### src/rtl/conv2d_feeder.sv
// Conv2D feeder: fetches a weight tile, then a feature map, over a read port and streams
// both to the PE array, slotting feature-map words around the PEs' zero halo.
module conv2d_feeder #(
  parameter int unsigned AWIDTH     = 32,
  parameter int unsigned DWIDTH     = 32,
  parameter int unsigned WT_DIM     = 3,
  parameter int unsigned FIFO_DEPTH = 8
) (
  input  logic              clk,
  input  logic              rst,
  input  logic              start,
  input  logic [AWIDTH-1:0] weight_base,
  input  logic [AWIDTH-1:0] fm_base,
  input  logic [DWIDTH-1:0] fm_dim,
  output logic              busy,
  output logic              done,
  output logic              req_valid,
  input  logic              req_ready,
  output logic [AWIDTH-1:0] req_addr,
  input  logic              resp_valid,
  input  logic [DWIDTH-1:0] resp_data,
  output logic [DWIDTH-1:0] pe_weight_data_o,
  output logic              pe_weight_data_valid,
  output logic [DWIDTH-1:0] pe_fm_data_o,
  output logic              pe_fm_data_valid
);
  localparam int unsigned PtrW    = (FIFO_DEPTH > 1) ? $clog2(FIFO_DEPTH) : 1;
  localparam int unsigned CntW    = PtrW + 1;
  localparam int unsigned WtWords = WT_DIM * WT_DIM;
  localparam int unsigned EmitW   = $clog2(WtWords + 1);

  typedef enum logic [1:0] {StIdle, StWeight, StFm, StDone} state_e;
  state_e state_q, state_d;

  logic [AWIDTH-1:0] addr_q, fm_base_q;
  logic [DWIDTH-1:0] dim_q, req_col_q, req_row_q, x_q, y_q;
  logic [CntW-1:0]   outst_q, fifo_cnt_q;
  logic [PtrW-1:0]   wr_ptr_q, rd_ptr_q;
  logic [EmitW-1:0]  wemit_q;
  logic [DWIDTH-1:0] fifo_mem [FIFO_DEPTH];

  logic              fetching, req_fire, resp_push, fifo_empty, credit_ok;
  logic              w_pop, fm_pop, fm_adv, pop, halo, last_slot, start_ok, enter_fm;
  logic [DWIDTH-1:0] req_lim, dim_p1;
  logic [CntW:0]     credit_used;

  assign fetching    = (state_q == StWeight) || (state_q == StFm);
  assign req_lim     = (state_q == StWeight) ? DWIDTH'(WT_DIM) : dim_q;
  // Cap counts words already buffered plus words still in flight, so the FIFO cannot overflow.
  assign credit_used = {1'b0, fifo_cnt_q} + {1'b0, outst_q};
  assign credit_ok   = credit_used < (CntW + 1)'(FIFO_DEPTH);
  assign req_valid   = fetching && (req_row_q < req_lim) && credit_ok;
  assign req_addr    = addr_q;
  assign req_fire    = req_valid && req_ready;
  assign resp_push   = fetching && resp_valid;
  assign fifo_empty  = (fifo_cnt_q == '0);

  assign dim_p1    = dim_q + DWIDTH'(1);
  assign halo      = (x_q == '0) || (y_q == '0) || (x_q == dim_p1) || (y_q == dim_p1);
  assign last_slot = (x_q == dim_p1) && (y_q == dim_p1);
  assign w_pop     = (state_q == StWeight) && !fifo_empty && (wemit_q != EmitW'(WtWords));
  assign fm_pop    = (state_q == StFm) && !halo && !fifo_empty;
  assign fm_adv    = (state_q == StFm) && (halo || !fifo_empty);
  assign pop       = w_pop || fm_pop;
  assign start_ok  = (state_q == StIdle) && start;
  assign enter_fm  = (state_q == StWeight) && (state_d == StFm);

  assign busy = (state_q != StIdle);
  assign done = (state_q == StDone);

  always_comb begin
    state_d = state_q;
    unique case (state_q)
      StIdle:   if (start) state_d = StWeight;
      StWeight: if (wemit_q == EmitW'(WtWords)) state_d = StFm;
      StFm:     if (fm_adv && last_slot) state_d = StDone;
      StDone:   state_d = StIdle;
      default:  state_d = StIdle;
    endcase
  end

  always_ff @(posedge clk or negedge rst) begin
    if (!rst) state_q <= StIdle;
    else      state_q <= state_d;
  end

  always_ff @(posedge clk) begin
    if (resp_push) fifo_mem[wr_ptr_q] <= resp_data;
  end

  always_ff @(posedge clk or negedge rst) begin
    if (!rst) begin
      addr_q               <= '0;
      fm_base_q            <= '0;
      dim_q                <= '0;
      req_col_q            <= '0;
      req_row_q            <= '0;
      x_q                  <= '0;
      y_q                  <= '0;
      outst_q              <= '0;
      fifo_cnt_q           <= '0;
      wr_ptr_q             <= '0;
      rd_ptr_q             <= '0;
      wemit_q              <= '0;
      pe_weight_data_o     <= '0;
      pe_weight_data_valid <= 1'b0;
      pe_fm_data_o         <= '0;
      pe_fm_data_valid     <= 1'b0;
    end else begin
      if (start_ok) begin
        addr_q    <= weight_base;
        fm_base_q <= fm_base;
        dim_q     <= fm_dim;
        req_col_q <= '0;
        req_row_q <= '0;
        wemit_q   <= '0;
        x_q       <= '0;
        y_q       <= '0;
      end else if (enter_fm) begin
        addr_q    <= fm_base_q;
        req_col_q <= '0;
        req_row_q <= '0;
      end else if (req_fire) begin
        addr_q <= addr_q + AWIDTH'(4);
        if (req_col_q == req_lim - DWIDTH'(1)) begin
          req_col_q <= '0;
          req_row_q <= req_row_q + DWIDTH'(1);
        end else begin
          req_col_q <= req_col_q + DWIDTH'(1);
        end
      end

      if (w_pop) wemit_q <= wemit_q + EmitW'(1);

      if (fm_adv) begin
        if (x_q == dim_p1) begin
          x_q <= '0;
          y_q <= y_q + DWIDTH'(1);
        end else begin
          x_q <= x_q + DWIDTH'(1);
        end
      end

      unique case ({req_fire, resp_push})
        2'b10:   outst_q <= outst_q + CntW'(1);
        2'b01:   outst_q <= outst_q - CntW'(1);
        default: ;
      endcase

      if (resp_push) wr_ptr_q <= wr_ptr_q + PtrW'(1);
      if (pop)       rd_ptr_q <= rd_ptr_q + PtrW'(1);
      unique case ({resp_push, pop})
        2'b10:   fifo_cnt_q <= fifo_cnt_q + CntW'(1);
        2'b01:   fifo_cnt_q <= fifo_cnt_q - CntW'(1);
        default: ;
      endcase

      pe_weight_data_valid <= w_pop;
      if (w_pop) pe_weight_data_o <= fifo_mem[rd_ptr_q];
      pe_fm_data_valid <= fm_pop;
      if (fm_pop) pe_fm_data_o <= fifo_mem[rd_ptr_q];
    end
  end

endmodule
### config.mk
export PLATFORM = sky130hd
export DESIGN_NAME = conv2d_feeder
export DESIGN_NICKNAME = d
export VERILOG_FILES = /design/src/rtl/conv2d_feeder.sv
export SDC_FILE = /design/constraint.sdc
export NUM_CORES = 1
export LEC_CHECK = 0
export CAP_MARGIN = 20
export CORE_MARGIN = 5
export CORE_UTILIZATION = 44
export DETAILED_ROUTE_END_ITERATION = 10
export SLEW_MARGIN = 20
export SYNTH_ARGS = -nofsm -noshare
export SYNTH_HDL_FRONTEND = slang
export SYNTH_SLANG_ARGS = --single-unit
### constraint.sdc
create_clock -name clk -period 9.7 [get_ports clk]
set_input_delay 1.455 -clock clk [delete_from_list [all_inputs] [get_ports clk]]
set_output_delay 1.455 -clock clk [all_outputs]
set_load 0.02 [all_outputs]
* After elaboration in Yosys (flattened, before gate mapping)
Memory sizes are Yosys's and may differ from the RTL's.
Index checks and enable logic that the tools add are counted.
** Cells by class
- Bitwise logic cells :: 0
- $mul :: 0
- Equality and inequality tests :: 13
- Reductions and logical operators :: 33
- Mux-type cells :: 28
- Divide/modulo/power cells :: 0
- Add/subtract/negate cells :: 15
- Shifts and indexed selects :: 0
- $lt $le $gt $ge :: 2
** Operators with widths (number)
- $mux 32 :: 18
- $add 32x1->32 const B :: 5
- $eq 32x32->1 :: 3
- $logic_not 32->1 :: 2
- $add 32x3->32 const B :: 1
- $lt 32x32->1 :: 1
- $sub 32x1->32 const B :: 1
- $pmux 4 s2 :: 2
- $logic_and 1x1->1 :: 13
- $add 4x1->4 const B :: 3
- $eq 2x2->1 const B :: 5
- $reduce_bool 2->1 :: 5
- $mux 4 :: 2
- $pmux 2 s4 :: 1
- $sub 4x1->4 const B :: 2
- $add 3x1->3 const B :: 2
- $eq 2x1->1 const B :: 3
- $logic_or 1x1->1 :: 6
- $mux 2 :: 3
- $reduce_bool 3->1 :: 2
- $add 4x4->5 :: 1
- $lt 5x4->1 const B :: 1
- $eq 4x4->1 const B :: 1
- $logic_not 4->1 :: 1
- 5 further kinds :: 7
** Word-level totals
- Bits in latches :: 0
- Output and inout bits :: 101
- Bits in registers :: 310
- RAM bits :: 256
- Memories kept :: 1
- Logic and storage cells :: 109
- Input port bits :: 133
- Memory bits (read-only) :: 0
** Memories
- fifo_mem :: words 8, bits a word 32, rd ports 1, clocked after Yosys merged registers in 0, wr ports 1, line 40 : logic [DWIDTH-1:0] fifo_mem [FIFO_DEPTH];

* Depth between registers and ports, before layout
Gate-level depths: netlist of the first run.
- Word-level depth :: 13
- Mapped depth :: 23
- Gate-level depth less buffers :: 20

* Worst setup path after synthesis of the first run
No wires, ideal clock.
- Path kind :: register -> register
- Start :: register dim_q[10]
- End :: register fifo_cnt_q[3]
- Stages on the path, launching flop included :: 19
- Path slack :: 5047 ps
- Buffers on the path :: 1
- Setup time :: 125 ps
- Arrival :: 4527 ps
- Period minus slack after synthesis :: 4653 ps
- Required time :: 9575 ps
- Cells stage by stage :: dfrtp_1 buf_4 nand4_1 or4_1 nor4_1 xor3_1 a311o_1 nor4_1 and4_1 nor3_1 a21oi_1 inv_1 ha_1 ha_1 a21o_1 a21oi_1 xnor2_1 nor2_1 xor2_1
** On the way
- Word-level cells in the longest chain between the ends :: 10
- Elaborated cells on any way between the ends :: 13
- Classes of those cells :: add/sub: 1; eq/ne: 4; mux: 1; reduce/logical: 7
** Ends and longest elaborated chain
- start, declared :: line 36 : logic [DWIDTH-1:0] dim_q, req_col_q, req_row_q, x_q, y_q;
- start signal, assigned :: line 113 : dim_q <= fm_dim;
- $add 32x1->32 * :: line 58 : assign dim_p1 = dim_q + DWIDTH'(1);
- $eq 32x32->1 :: line 59 : assign halo = (x_q == '0) || (y_q == '0) || (x_q == dim_p1) || (y_q == dim_p1);
- $logic_or 1x1->1 :: line 59
- $logic_or 1x1->1 * :: line 59
- $logic_not 1->1 * :: line 62 : assign fm_pop = (state_q == StFm) && !halo && !fifo_empty;
- $logic_and 1x1->1 * (2 in series) :: line 62
- $logic_or 1x1->1 * :: line 64 : assign pop = w_pop || fm_pop;
- named net pop :: line 43 : logic w_pop, fm_pop, fm_adv, pop, halo, last_slot, start_ok, enter_fm;
- $eq 2x1->1 / $eq 2x2->1 (equally long branches) :: line 152 : unique case ({resp_push, pop})
- $pmux 4 s2 / $reduce_bool 2->1 (equally long branches)
- end signal, assigned :: line 153 : 2'b10: fifo_cnt_q <= fifo_cnt_q + CntW'(1);
- end signal, assigned :: line 154 : 2'b01: fifo_cnt_q <= fifo_cnt_q - CntW'(1);
- end, declared :: line 37 : logic [CntW-1:0] outst_q, fifo_cnt_q;
The timed path passes the listed nets; every way through them passes the cells marked *.
A chain may end at the register's enable or synchronous reset.

* Worst setup path in the final report of the first run
- Start :: register dim_q[4]
- End :: register req_col_q[12]
** On the way
- Word-level cells in the longest chain between the ends :: 13
- Elaborated cells on any way between the ends :: 25
- Classes of those cells :: add/sub: 2; order compare: 1; eq/ne: 4; mux: 7; reduce/logical: 11
** Ends and longest elaborated chain
- $add 32x1->32 :: line 58
- $eq 32x32->1 :: line 59, 60
- $logic_or 1x1->1 (2 in series) :: line 59
- $logic_or 1x1->1 :: line 63 : assign fm_adv = (state_q == StFm) && (halo || !fifo_empty);
- $logic_and 1x1->1 :: line 63
- $logic_and 1x1->1 :: line 76 : StFm: if (fm_adv && last_slot) state_d = StDone;
- $mux 2 :: line 76
- $pmux 2 s4 :: line 73 : unique case (state_q)
- $eq 2x2->1 :: line 66 : assign enter_fm = (state_q == StWeight) && (state_d == StFm);
- $logic_and 1x1->1 :: line 66
- $mux 32 :: line 119 : end else if (enter_fm) begin
- $mux 32 :: line 110 : if (start_ok) begin
- end signal, assigned :: line 129 : req_col_q <= req_col_q + DWIDTH'(1);
- end, declared :: line 36
Several ways; a longest one is shown, not always the timed one. The select of a mux whose other input is x is not followed.

==> metrics.txt, run 1 <==
status finished clean; Std-Cell Rows 95; post-CTS setup buffer count 0; # fillers 5,896; Net Sw Frac 0.400; fmax roughly 150 MHz; Die Height 270 µm; WP data arrival 7.25 ns; Max H-tree Level 2; Clock Skews about 0.04 ns; Worst Hold Endpoint fm_base_q[30]; GRT Residual Overflow 0; starting DRC count in detailed routing 2,105; Rel. slew slack 0.189; post-route cell area 34,900 µm²; Total Neg Setup Slack 0 ns; # IOs between 200 and 250; Post-Synthesis Cells roughly 2,800; vias in the first global route 23,200; Util after Layout 0.520; Setup CP Type reg -> reg; post-route ant nets 0; Layout area overhead 17.1%; vias per cell 6.00; first-pass GRT wire length ~140,000 µm; critical path launch point type register; # clock sinks around 570; register area share after synthesis 0.518; Clock power frac 0.235; Die ar. 73,100 µm²; Die W 270 µm; Clock Pin Slew Worst Setup and Hold Paths around 0.060 ns; Seq cells post-synth 566; TritonCTS clock tree yes; Combinational Power Share 0.416; final max-slew violation count 0; Synth Warn # 0; Hold Path Stages 2; worst slew pin tran 1.20 ns; NumNets Final 3,168; Final Critical Period 6.71 ns; reg-to-reg slack, setup 2.99 ns; Initial Utilization 0.444; CTS Buf Count 61; PwrDens 286 nW/µm²; leakage power about 13 nW; Final Non-Filler Cells 3,904; number of enable flip-flop cells after synthesis 256; Vias 23,400; Final WS setup between 2 and 3 ns; worst hold start fm_base_q[30]; Total GRT Usage 0.246; dpl hpwl 65,400 µm; sequential share of power 0.349; mapped cell area 29,800 µm²; drt pass-1 iters 6; crit end category register; clk buf depth 3; Root Driver clkbuf_16; MaxCap Viol Count 0; Gates resized, CTS repair 0; # setup viols final 0; critical path startpoint dim_q[4]; worst skew pair latency 0.66 ns; Post-Place Setup Slack 3.08 ns; crit-path max FO 35; internal power 5.98 mW; R2R cell count 12; routed len/inst 23.6 µm; share of layout cells above drive strength 1 0.0829; Synth cell types 89; RSZ-0062 raised after global routing no; placed inst area 32,900 µm²; PortBufs 233; FF-to-FF End req_col_q[12]; placed insts 3,785; number of antenna violations at the first check in global routing 9; drt total wl 92,300 µm; # DRC 0; Net Count, Synth 3,025; Post-synth ARST share 0.548; Hold Buf Count CTS 0; HP Class reg -> reg; Core Area around 67,000 µm²; Switch Pwr 4.00 mW; largest net degree at the start of global routing 163; Synth Flop Type dfrtp_1; required time worst endpoint around 10 ns; RR Startpoint dim_q[4]; Tcrit/Tclk final 0.692; Hold Fails Final Rpt 0; maximum vdd drop 0.000170 V; Final GP Congestion 0.969; syn_area_per_cell 10.5 µm²
[stage by stage]
| step | hold slack [ns] | total power [mW] |
|---|---|---|
| final | 0.463 | 9.98 |
| after global routing | 0.490 | 10.6 |
| after CTS | 0.464 | 10.0 |
| after detailed placement | 0.448 | 7.67 |
| after global placement | 0.447 | 7.60 |
| after floorplan | 0.426 | 6.10 |
[cells in the final DEF, fill, tap and decap left out, types with 51 or more instances in the layout]
cell             synthesis  final
nor3_1                  56     54
a21oi_1                 57     57
nor2_1                 162    156
inv_1                   72     72
xor2_1                  56     56
nand4_1                 65     65
xnor2_1                108    108
nand3_1                139    139
mux4_2                  64     64
edfxtp_1               256    256
o21ai_0                179    179
ha_1                    58     58
clkbuf_16                0     61
dfrtp_1                310    307
clkdlybuf4s50_1          0    232
and3_1                  51     51
nor4_1                  52     52
nand2_1                426    423
[layout make-up]
type                            instances  area [µm²]  area share
Clock inverter                         35         384      0.0110
Tap cell                              873        1090      0.0313
Sequential cell                       566       15500       0.443
Multi-Input combinational cell       2000       13400       0.384
Timing Repair Buffer                  273        2650      0.0759
Antenna cell                            4        10.0    0.000287
Clock buffer                           80        1650      0.0472
Inverter                               73         274     0.00785
[worst max path at each step]
| stage | to | slack [ns] | depth (start not counted) |
|---|---|---|---|
| global route | req_col_q[14] | 2.56 | 12 |
| finish | req_col_q[12] | 2.99 | 12 |
| floorplan | fifo_cnt_q[3] | 5.05 | 18 |
| detailed placement | req_col_q[12] | 3.08 | 12 |
| CTS | req_col_q[12] | 3.02 | 12 |
| global placement | req_col_q[12] | 3.32 | 12 |
[power by group through the flow]
stage	Clock (mW)	Sequential [mW]	Combinational, mW
after floorplan	0	3.48	2.62
after global placement	0	3.50	4.10
after detailed placement	0	3.52	4.15
after CTS	2.40	3.48	4.16
after global routing	2.50	3.55	4.52
final	2.34	3.49	4.15
[synth_stat cells (10+ instances only)]
cell / count / area, µm²
nand2_1: 426 / 1600
o211ai_1: 29 / 218
buf_2: 22 / 110
a21oi_1: 57 / 285
clkbuf_1: 138 / 518
buf_1: 29 / 109
a31oi_1: 18 / 113
o22ai_1: 14 / 87.6
inv_1: 72 / 270
nand4_1: 65 / 407
a211oi_1: 21 / 158
or3_1: 33 / 206
and4_1: 21 / 184
xnor2_1: 108 / 946
o21ai_0: 179 / 896
xor2_1: 56 / 490
o2bb2ai_1: 11 / 96.3
mux4_2: 64 / 1440
nand2b_1: 32 / 200
mux2i_1: 46 / 460
nor3_1: 56 / 280
ha_1: 58 / 726
and3_1: 51 / 319
or4_1: 22 / 165
edfxtp_1: 256 / 7690
a21o_1: 18 / 135
nor4_1: 52 / 325
a2111oi_0: 14 / 123
o2111ai_1: 12 / 105
dfrtp_1: 310 / 7760
nor2b_1: 18 / 113
nand3_1: 139 / 696
nor2_1: 162 / 608
and2_1: 26 / 163
o31ai_1: 26 / 195
a41oi_1: 10 / 87.6
[critical path: stages, from the launching register on]
cell      delay, ns
dfrtp_1        0.80
nand4_1        0.83
or4_1          0.82
nor4_1         0.44
xor3_1         0.30
a311o_1        0.30
nor4_1         0.69
nand4_1        0.27
o21bai_2       0.21
buf_4          0.36
and2_1         0.60
nand2_1        0.63
a21oi_1        0.30
[sequential cells by signal, indices dropped and copies added (netlist names), 32 cells and up]
| signal | cells |
|---|---|
| fifo_mem | 256 |
| y_q | 32 |
| req_addr | 32 |
| req_col_q | 32 |
| fm_base_q | 32 |
| pe_weight_data_o | 32 |
| x_q | 32 |
| pe_fm_data_o | 32 |
| req_row_q | 32 |
| dim_q | 32 |
[layer usage]
metal,vias up,track usage,part of all wire
met5,-,0,0.00081
met4,10,0.0869,0.038
met3,197,0.0431,0.063
met2,840,0.395,0.46
met1,11700,0.339,0.44
li1,10700,-,-
[kinds of logic (layout without fill, tap and decap cells)]
logic type	Yosys count	count (layout)	synth area share
buffers and inverters	266	461	0.0350
AO/OA/AOI/OAI	509	509	0.114
XOR/XNOR	170	170	0.0527
multiplexers	115	115	0.0656
other	0	4	0
flip-flops	566	566	0.518
AND/OR/NAND/NOR	1146	1146	0.190
adder cells (fa/ha/maj)	60	60	0.0257
No activity file was read; power rests on OpenSTA's default activity.
==> run 2: changes to the inputs <==
==> constraint.sdc (replaced) <==
create_clock -name clk -period 6.5 [get_ports clk]
set_input_delay 0.975 -clock clk [delete_from_list [all_inputs] [get_ports clk]]
set_output_delay 0.975 -clock clk [all_outputs]
set_load 0.02 [all_outputs]
==> metrics.txt, run 2 (synthesis gave the netlist of run 1 again) <==
post-route ant nets 0; largest net degree at the start of global routing 128; GRT Residual Overflow 0; Clock Skews 0.0357 ns; crit-path cells nand4_1 -> or4_1 -> nor4_1 -> xor3_1 -> a311o_1 -> nor4_1 -> buf_4 -> and4_1 -> nor3_1 -> a21oi_1 -> inv_1 -> ha_1 -> ha_1 -> a21o_1 -> a21oi_1 -> xnor2_1 -> nor2_1 -> xor2_1; Total GRT Usage 0.252; Util after Layout 0.523; most common cell after layout, fill and taps aside nand2_1; post-CTS setup buffer count 0; PwrDens roughly 430 nW/µm²; placed inst area 33,000 µm²; critical path launch point type register; # DRC 0; Crit-path slowest cell dfrtp_1; commonest non-fill, non-tap cells in the layout nand2_1, dfrtp_1, edfxtp_1; TritonCTS clock tree yes; # clock sinks ~570; Hold Buf Count CTS 0; leakage power about 13 nW; crit-path max FO 17; Core Area 67,200 µm²; Worst path max stage delay 0.71 ns; share of layout cells above drive strength 1 0.0877; starting DRC count in detailed routing roughly 2,200; Clock Pin Slew Worst Setup and Hold Paths ~0.06 ns; PortBufs 233; Switch Pwr roughly 6 mW; Die Height ~270 µm; vias in the first global route ~23,000; Combinational Power Share 0.406; routed len/inst between 20 and 25 µm; CTS Buf Count 61; drt total wl 94,600 µm; GR peak layer met2; first-pass GRT wire length 144,000 µm; reg-to-reg slack, setup 0.78 ns; status finished clean; final max-slew violation count 0; M1 GR Usage 0.343; Tcrit/Tclk final 0.880; HP Class in -> async; Final GP Congestion 0.961; Std-Cell Rows 95; WP data arrival 6.24 ns; # fillers 5,861; crit end category register; post-route cell area 35,200 µm²; worst skew pair latency ~0.66 ns; required time worst endpoint 7.02 ns; MaxCap Viol Count 0; clk buf depth 3; vias per cell roughly 6.0; worst slew pin tran 1.01 ns; internal power 9.06 mW; RSZ-0062 raised after global routing no; Hold Fails Final Rpt 0; Net Sw Frac 0.398; Rel. slew slack 0.324; Post-Place Setup Slack 0.819 ns; Clock power frac 0.241; # IOs 234; maximum vdd drop between 0.0002 and 0.0003 V; drt pass-1 iters 5; max FFs per register 256; NumNets Final 3,188; Die ar. 73,100 µm²; Die W 270 µm; number of antenna violations at the first check in global routing 7; Max H-tree Level 2; Gates resized, CTS repair 0; Setup CP Type reg -> reg; M3 GR Usage 0.0465; met2 Use GR 0.404; Layout area overhead 17.9%; Initial Utilization 0.444; Final Critical Period 5.72 ns; sequential share of power 0.353; # setup viols final 0; Vias 23,700; dpl hpwl 67,300 µm; Root Driver clkbuf_16; Final WS setup approximately 0.8 ns; fmax 175 MHz; Total Neg Setup Slack 0 ns; Biggest register fifo_mem; hold_ws 0.205 ns
[run 2: worst paths after layout]
check	endpoint	depth (start not counted)	start
max	fifo_cnt_q[3]	18	dim_q[5]
min	req_row_q[15]	1	rst
max reg2reg	fifo_cnt_q[3]	18	dim_q[5]
min reg2reg	fm_base_q[24]	2	fm_base_q[24]
max in group asynchronous	req_addr[17]	3	rst
min in group clk	fm_base_q[24]	2	fm_base_q[24]
[run 2: area by class of cell]
type / count / area [µm²] / share of cell area
clock inverters: 32 / 465 / 0.0132
multi-input cells: 2000 / 13400 / 0.381
clock buffers: 79 / 1630 / 0.0465
diodes: 4 / 10.0 / 0.000285
inverters: 73 / 274 / 0.00779
well taps: 873 / 1090 / 0.0311
flip-flops and latches: 566 / 15500 / 0.440
repair buffers: 293 / 2820 / 0.0802
[run 2: layer usage]
layer,routed length (µm),share of wire,vias to the layer above
li1,-,-,10800
met3,6490,0.069,194
met5,33,0.00035,-
met2,43800,0.46,873
met1,40400,0.43,11800
met4,3880,0.041,6
[run 2: power by group through the flow]
stage / clock, mW / sequential (mW) / combinational, mW
5_1_grt: 3.86 / 5.40 / 6.65
4_1_cts: 3.71 / 5.30 / 6.12
3_3_place_gp: 0 / 5.32 / 6.02
2_1_floorplan: 0 / 5.19 / 3.91
3_5_place_dp: 0 / 5.36 / 6.10
6_report: 3.63 / 5.31 / 6.11
[run 2: worst max-delay path: cells and delay by family, from the launching register on]
kind / cells / cell delay [ns]
and+or+nand+nor: 7 / 2.46
adders and majority gates: 2 / 0.52
buffers and inverters: 2 / 0.28
AOI/OAI and AO/OA: 4 / 1.03
DFF: 1 / 0.71
xor gates and xnor gates: 3 / 0.59
[run 2: through the flow]
stage,total power [mW],cells
global placement,11.3,3804
global route,15.9,3918
floorplan,9.11,2832
detailed placement,11.5,3804
CTS,15.1,3915
finish,15.0,3920
==> run 3: changes to the inputs <==
--- a/config.mk
+++ b/config.mk
@@ -6,9 +6,9 @@
 export NUM_CORES = 1
 export LEC_CHECK = 0
 export CAP_MARGIN = 20
-export CORE_MARGIN = 5
 export CORE_UTILIZATION = 44
 export DETAILED_ROUTE_END_ITERATION = 10
+export SKIP_CTS_REPAIR_TIMING = 1
 export SLEW_MARGIN = 20
 export SYNTH_ARGS = -nofsm -noshare
 export SYNTH_HDL_FRONTEND = slang
==> metrics.txt, run 3 (synthesis gave the netlist of run 1 again) <==
Rel. slew slack 0.310; PwrDens 425 nW/µm²; PortBufs 233; Hold Fails Final Rpt 0; Critical Path End fifo_cnt_q[3]; # fillers roughly 6,000; GRT Residual Overflow 0; routed len/inst 23.8 µm; MaxCap Viol Count 0; WP depth 18; CP bufs+invs 2; status finished clean; Die ar. between 60,000 and 70,000 µm²; commonest non-fill, non-tap cells in the layout nand2_1, dfrtp_1, edfxtp_1; number of antenna violations at the first check in global routing 6; sequential cell area 15,500 µm²; Worst path max stage delay 0.76 ns; RSZ-0062 raised after global routing no; Total GRT Usage 0.270; crit-path cells and4_1 -> nand4_1 -> o31ai_1 -> o22ai_1 -> nor3b_1 -> nor4bb_1 -> buf_4 -> and4_1 -> nor3_1 -> a21oi_1 -> inv_1 -> ha_1 -> ha_1 -> a21o_1 -> a21oi_1 -> xnor2_1 -> nor2_1 -> xor2_1; R2R cell count 18; FF-to-FF End fifo_cnt_q[3]; Clock Pin Slew Worst Setup and Hold Paths about 0.060 ns; max FFs per register 256; share of layout cells above drive strength 1 0.0896; Initial Utilization 0.444; Setup CP Type reg -> reg; first-pass GRT wire length 143,000 µm; RR Startpoint dim_q[8]; Die Height 262 µm; crit-path max FO 18; starting DRC count in detailed routing between 1,500 and 2,000; most common cell after layout, fill and taps aside nand2_1; Root Driver clkbuf_16; post-route cell area around 35,000 µm²; Die W 262 µm; maximum vdd drop between 0.0002 and 0.0003 V; vias per cell 5.98; final max-slew violation count 0; Clock Skews around 0.028 ns; leakage power approximately 13 nW; largest net degree at the start of global routing 124; worst skew pair latency 0.67 ns; dpl hpwl around 66,000 µm; fmax 169 MHz; CP delay by family, top simple AND/OR/NAND/NOR gates; worst slew pin tran 1.03 ns; placed inst area roughly 33,000 µm²; Std-Cell Rows 95; TritonCTS clock tree yes; vias in the first global route about 23,000; CTS Buf Count 61; Total Neg Setup Slack 0 ns; Util after Layout 0.522; Design Power 14.9 mW; Biggest register fifo_mem; Core Area 67,200 µm²; required time worst endpoint 7.04 ns; drt pass-1 iters 5; reg-to-reg slack, setup 0.59 ns; Crit-path slowest cell nand4_1; drt total wl 93,400 µm; NumNets Final around 3,200; Final GP Congestion between 0.9 and 1; crit end category register; area of the multi-input gates around 13,000 µm²; critical path startpoint dim_q[8]; post-route ant nets 0; # IOs 234; HP Class in -> async; Vias 23,500; WP data arrival 6.45 ns; # setup viols final 0; # DRC 0; Final Critical Period 5.91 ns; Max H-tree Level 2; critical path launch point type register; Layout area overhead 17.6%; Tcrit/Tclk final 0.910; # clock sinks between 500 and 600; clk buf depth 3
-- run 3: metal layers --
layer	vias to the layer above	share of wire	GRT usage
li1	10800	-	-
met1	11700	0.43	0.370
met2	834	0.47	0.436
met3	173	0.066	0.0460
met4	8	0.031	0.0905
met5	-	0.00051	0
-- run 3: area by class of cell --
type,count,area share
flip-flops and latches,566,0.441
multi-input cells,2000,0.382
repair buffers,293,0.0799
clock buffers,88,0.0498
well taps,873,0.0311
clock inverters,26,0.00824
inverters,73,0.00781
diodes,4,0.000285
-- run 3: power by group --
group | switching, mW | leakage (nW) | internal [mW]
sequential | 0.796 | 6.38 | 4.47
combinational | 3.69 | 6.05 | 2.47
clock | 1.49 | 0.985 | 1.99
-- run 3: stage by stage --
stage               cells  hold WS (ns)  setup WS [ns]
floorplan            2832         0.426           1.85
global placement     3805         0.444          0.702
detailed placement   3805         0.448          0.723
CTS                  3919         0.301          0.664
global route         3920         0.327          0.208
finish               3923         0.284          0.587
-- run 3: worst min path at each step --
stage	start	end	slack (ns)	cells after the start
after detailed placement	fm_base_q[24]	fm_base_q[24]	0.45	2
after floorplan	fm_base_q[24]	fm_base_q[24]	0.43	2
after global routing	rst	req_row_q[14]	0.33	1
after CTS	rst	req_row_q[14]	0.30	1
after global placement	fm_base_q[0]	fm_base_q[0]	0.44	2
final	rst	req_row_q[19]	0.28	1
